===== config.mk =====
export PLATFORM = sky130hd
export DESIGN_NAME = tx_trainerror_hs
export DESIGN_NICKNAME = d
export VERILOG_FILES = /design/src/rtl/trainerror_pkg.sv /design/src/rtl/sb_valid_handshake.sv /design/src/rtl/tx_trainerror_hs.sv
export SDC_FILE = /design/constraint.sdc
export NUM_CORES = 1
export LEC_CHECK = 0
export ABC_AREA = 1
export CAP_MARGIN = 5
export CORE_AREA = 2 2 50 52
export DETAILED_ROUTE_END_ITERATION = 10
export DIE_AREA = 0 0 52 54
export GPL_ROUTABILITY_DRIVEN = 1
export MAX_ROUTING_LAYER = met4
export PLACE_DENSITY = 0.88
export SLEW_MARGIN = 20
export SYNTH_ARGS = -nofsm -noshare
export SYNTH_HDL_FRONTEND = slang
export SYNTH_SLANG_ARGS = --single-unit

===== constraint.sdc =====
create_clock -name i_clk -period 3.25 [get_ports i_clk]
set_input_delay 0.325 -clock i_clk [delete_from_list [all_inputs] [get_ports i_clk]]
set_output_delay 0.325 -clock i_clk [all_outputs]
set_load 0.03 [all_outputs]

===== src/rtl/trainerror_pkg.sv =====
// Shared definitions for the LTSM TRAINERROR sideband handshake (TX initiator and RX responder).
package trainerror_pkg;

  localparam int TRAINERROR_entry_req_msg  = 15;
  localparam int TRAINERROR_entry_resp_msg = 14;

  localparam int DEFAULT_TIMEOUT_CYCLES = 8000;

  typedef enum logic [1:0] {
    IDLE      = 2'd0,
    SEND_REQ  = 2'd1,
    WAIT_RESP = 2'd2,
    DONE      = 2'd3
  } te_state_e;

endpackage


===== src/rtl/sb_valid_handshake.sv =====
// Sideband message-valid control: raise when the shared bus is free, defer while the
// local responder owns it, drop when the SB finishes taking the message.
module sb_valid_handshake (
  input  logic clk,
  input  logic rst,
  input  logic clear,
  input  logic start,
  input  logic active,
  input  logic busy,
  input  logic falling_edge_busy,
  input  logic rx_valid,
  output logic valid,
  output logic valid_fall
);

  logic valid_d1;
  logic pending;
  logic raise_now;
  logic raise_pend;

  assign raise_now  = start && !busy && !rx_valid;
  assign raise_pend = pending && active && !rx_valid;
  assign valid_fall = valid_d1 && !valid;

  always_ff @(posedge clk) begin
    if (rst || clear) begin
      valid    <= 1'b0;
      valid_d1 <= 1'b0;
      pending  <= 1'b0;
    end else begin
      valid_d1 <= valid;
      // The SB consuming the message always wins over a new raise.
      if (falling_edge_busy)
        valid <= 1'b0;
      else if (raise_now || raise_pend)
        valid <= 1'b1;

      if (valid)
        pending <= 1'b0;
      else if (start && !(raise_now && !falling_edge_busy))
        pending <= 1'b1;
    end
  end

endmodule


===== src/rtl/tx_trainerror_hs.sv =====
// TRAINERROR entry initiator: sends the entry req on the sideband, waits for the partner's
// entry resp, and reports completion or timeout to the LTSM.
module tx_trainerror_hs
  import trainerror_pkg::*;
#(
  parameter int SB_MSG_WIDTH   = 4,
  parameter int TIMEOUT_CYCLES = DEFAULT_TIMEOUT_CYCLES
) (
  input  logic                    i_clk,
  input  logic                    i_rst,
  input  logic                    i_trainerror_en,
  input  logic                    i_SB_Busy,
  input  logic                    i_falling_edge_busy,
  input  logic                    i_rx_valid,
  input  logic [SB_MSG_WIDTH-1:0] i_decoded_SB_msg,
  output logic [SB_MSG_WIDTH-1:0] o_encoded_SB_msg_tx,
  output logic                    o_valid_tx,
  output logic                    o_trainerror_end_tx,
  output logic                    o_timeout
);

  localparam int CNT_W = $clog2(TIMEOUT_CYCLES + 1);
  localparam logic [CNT_W-1:0] CNT_LAST = CNT_W'(TIMEOUT_CYCLES - 1);
  localparam logic [SB_MSG_WIDTH-1:0] REQ_CODE  = SB_MSG_WIDTH'(TRAINERROR_entry_req_msg);
  localparam logic [SB_MSG_WIDTH-1:0] RESP_CODE = SB_MSG_WIDTH'(TRAINERROR_entry_resp_msg);

  te_state_e        state;
  te_state_e        state_next;
  logic [CNT_W-1:0] cnt;
  logic             resp_seen;
  logic             timeout_next;
  logic             valid_fall;
  logic             start;
  logic             in_flight;
  logic             timed_out;
  logic             resp_now;

  assign start     = (state == IDLE) && i_trainerror_en;
  assign in_flight = (state == SEND_REQ) || (state == WAIT_RESP);
  assign timed_out = in_flight && (cnt == CNT_LAST);
  assign resp_now  = (i_decoded_SB_msg == RESP_CODE);

  sb_valid_handshake u_valid_hs (
    .clk               (i_clk),
    .rst               (i_rst),
    .clear             (!i_trainerror_en),
    .start             (start),
    .active            (state == SEND_REQ),
    .busy              (i_SB_Busy),
    .falling_edge_busy (i_falling_edge_busy),
    .rx_valid          (i_rx_valid),
    .valid             (o_valid_tx),
    .valid_fall        (valid_fall)
  );

  always_ff @(posedge i_clk) begin
    if (i_rst)
      state <= IDLE;
    else
      state <= state_next;
  end

  always_comb begin
    state_next   = state;
    timeout_next = 1'b0;
    unique case (state)
      IDLE: begin
        if (i_trainerror_en)
          state_next = SEND_REQ;
      end
      SEND_REQ: begin
        // A resp that arrived while the req was still on the bus completes the handshake.
        if (valid_fall && (resp_seen || resp_now)) begin
          state_next = DONE;
        end else if (timed_out) begin
          state_next   = DONE;
          timeout_next = 1'b1;
        end else if (valid_fall) begin
          state_next = WAIT_RESP;
        end
      end
      WAIT_RESP: begin
        if (resp_now) begin
          state_next = DONE;
        end else if (timed_out) begin
          state_next   = DONE;
          timeout_next = 1'b1;
        end
      end
      DONE: begin
        timeout_next = o_timeout;
      end
      default: state_next = IDLE;
    endcase
    if (!i_trainerror_en) begin
      state_next   = IDLE;
      timeout_next = 1'b0;
    end
  end

  always_ff @(posedge i_clk) begin
    if (i_rst || !i_trainerror_en) begin
      o_encoded_SB_msg_tx <= '0;
      o_trainerror_end_tx <= 1'b0;
      o_timeout           <= 1'b0;
      cnt                 <= '0;
      resp_seen           <= 1'b0;
    end else begin
      o_trainerror_end_tx <= (state_next == DONE);
      o_timeout           <= timeout_next;

      if (start) begin
        o_encoded_SB_msg_tx <= REQ_CODE;
        cnt                 <= '0;
      end else if (in_flight && (cnt != '1)) begin
        cnt <= cnt + 1'b1;
      end

      if ((state == SEND_REQ) && resp_now)
        resp_seen <= 1'b1;
      else if (state == IDLE)
        resp_seen <= 1'b0;
    end
  end

endmodule

==> out/summary.txt <==
Synth area leaders -> dfxtp_1 36%, nand2_1 15%, nor2_1 7.6%
Seq/Total Area, Yosys -> 35.6%
layout cells sized above 1 -> 6.60%
initial DRC count -> 19
Flop pwr share -> 51.5%
Total Power -> 533 uW
GR Util met2 -> 31.4%
CP Max Fanout -> 5
# hold bufs at CTS -> 0
top post-synthesis cells by count -> 49 x nand2_1, 25 x nor2_1, 22 x dfxtp_1, 22 x inv_1, 14 x a21oi_1
Setup-failing EPs final -> 0
n_diodes -> 0
Crit. End Element -> flip-flop
Die W -> 52 microns
cts repair resizes -> 0
setup TNS -> 0 ns
Hold Vio Cnt, Final -> 0
switching share of power -> 21.4%
GPL Wtd Cong -> 0.816
vias in the first global route -> 992
initial antenna violation count -> 0
met1 GRT Util -> 26.6%
Tmin final -> 1.76 ns
Max Fclk -> 0.568 GHz
count of pins over their slew limit -> 0
Pwr Density -> 369 nW/um^2
Worst Tran Pin Value -> 0.482 ns
Final nets -> 215
Comb pwr share -> 9.5%
Worst VDD drop -> 0.236 mV
Hold Crit Class -> flip-flop to flip-flop
Skew-Pair Late Insertion Delay -> 0.31 ns
top cell type's share of synthesized area -> 35.6%
starting density of the core -> 53.3%
placed insts -> 223
final wirelength -> 2350 microns
area leader, netlist -> dfxtp_1
final std cells w/o fill -> 227
DRT Pass-1 Iters -> 4
post-synthesis net count -> 199
Arr. time, crit path -> 2.02 ns
Clock Power Share -> 39.0%
vias -> 1144
Syn Inst Count -> 182
yosys warns -> 0
Root Buffer -> clkbuf_4
skew final -> 0.00374 ns
Core Footprint -> 2320 sq um
clk buf depth -> 2
Startpoint Class -> flip-flop
DR WL/cell -> 10.4 microns
GR Util met3 -> 2.50%
Max-Cap Viols -> 0
Mapped Avg Cell Area -> 6.80 sq um
detailed-placement wirelength estimate -> 1800 microns
DRC Markers -> 0
clock slew at reported path FFs -> 0.12 ns
clock sinks -> 22
RSZ-0062 raised after global routing -> false
Syn-to-layout area delta -> 16.9%
EDFF count, synth -> 0
TritonCTS Buffers -> 3
global-route usage over all layers -> 20.3%
sw power -> 114 uW
die area -> 2810 sq um
flop and latch count out of synthesis -> 22
port bufs -> 16
Most used DFF post-synth -> dfxtp_1
gr ovfl total -> 0
htree depth -> 1
postcts setup bufs -> 0
Synth cell types -> 23
crit path kind -> flip-flop to flip-flop
Die Y-Extent -> 54 microns
Vias/cell -> 5.04
ANT nets after route -> 0
CP required -> 3.51 ns
CTS tree -> yes
status -> finished clean
pin count of the biggest net entering global routing -> 14
io pins -> 17
first-pass GRT wire length -> 4110 microns
synthesized area -> 1240 sq um
Power Internal -> 419 uW
most frequent cell after synthesis -> nand2_1
Leak Pwr -> 0.590 nW
Synth async-reset ratio -> 0%
grt peak-use layer -> met2
max_slew headroom -> 67.6%
Cell Rows -> 18
fin crit share -> 54.1%
per-stage QoR:
| stage | setup WS, ns | utilization, % | hold WS (ns) | cell area, sq um |
|---|---|---|---|---|
| finish | 1.49 | 62.4 | 0.478 | 1450 |
| global route | 1.27 | 62.4 | 0.497 | 1450 |
| CTS | 1.49 | 62.4 | 0.482 | 1450 |
| detailed placement | 1.33 | 60.1 | 0.448 | 1390 |
| global placement | 1.40 | 60.1 | 0.440 | 1390 |
| floorplan | 1.78 | - | 0.397 | 1240 |
layout make-up:
cell class | count | area (sq um)
clock inverters | 1 | 30.0
inverters | 23 | 86.3
clock buffers | 3 | 22.5
multi-input cells | 132 | 669
well taps | 30 | 37.5
flip-flops and latches | 22 | 440
fillers | 229 | 873
repair buffers | 16 | 160
worst max-delay path: stages, from the launching register on:
cell and delay [ns]:
dfxtp_1 0.44, inv_1 0.14, ha_1 0.37, nand2_1 0.07, nor2_1 0.08, nand2_1 0.07
nor2_2 0.18, o21bai_1 0.12, nand3_1 0.08, nand2_1 0.08, nor2_1 0.10
routing by layer:
layer	up-vias	share of wire, %
li1	603	-
met2	28	45
met3	5	5.7
met4	0	2.0
met5	-	0
met1	508	47
sequential cells by signal (all words and copies together), names as in the netlist:
name                 flops
cnt                     13
o_encoded_SB_msg_tx      1
o_timeout                1
o_trainerror_end_tx      1
resp_seen                1
state                    2
u_valid_hs.pending       1
u_valid_hs.valid         1
u_valid_hs.valid_d1      1
cell usage in the layout, fill, tap and decap left out, drive strengths merged, types with 2 or more instances in the layout:
cell / instances
a21oi: 15
clkbuf: 3
clkdlybuf4s50: 16
dfxtp: 22
ha: 7
inv: 23
nand2: 52
nand3: 9
nor2: 27
nor3: 7
o21ai: 8
xnor2: 2
xor2: 2
cells by family (layout without fill, tap and decap cells):
kind of cell | after synthesis | in the layout | share of synthesized area (%)
AO/OA/AOI/OAI | 26 | 26 | 11.4
XOR/XNOR | 4 | 4 | 2.83
adder cells (fa/ha/maj) | 7 | 7 | 7.08
buffers and inverters | 28 | 43 | 10.3
flip-flops | 22 | 22 | 35.6
AND/OR/NAND/NOR | 95 | 95 | 32.8
path summary, 6_finish.rpt:
path	from	to	slack, ns	cells past startpoint
hold / removal	u_valid_hs.valid	u_valid_hs.pending	0.48	1
hold reg to reg	u_valid_hs.valid	u_valid_hs.pending	0.48	1
setup reg to reg	state[0]	state[0]	1.49	10
setup / recovery	state[0]	state[0]	1.49	10
power by group through the flow:
stage | logic [mW] | clock network [mW] | registers (mW)
after floorplan | 0.0316 | 0 | 0.282
after global placement | 0.0498 | 0 | 0.281
after detailed placement | 0.0505 | 0 | 0.281
after CTS | 0.0509 | 0.214 | 0.275
after global routing | 0.0559 | 0.225 | 0.276
final | 0.0505 | 0.208 | 0.275
Power figures use the tool's default switching activity.
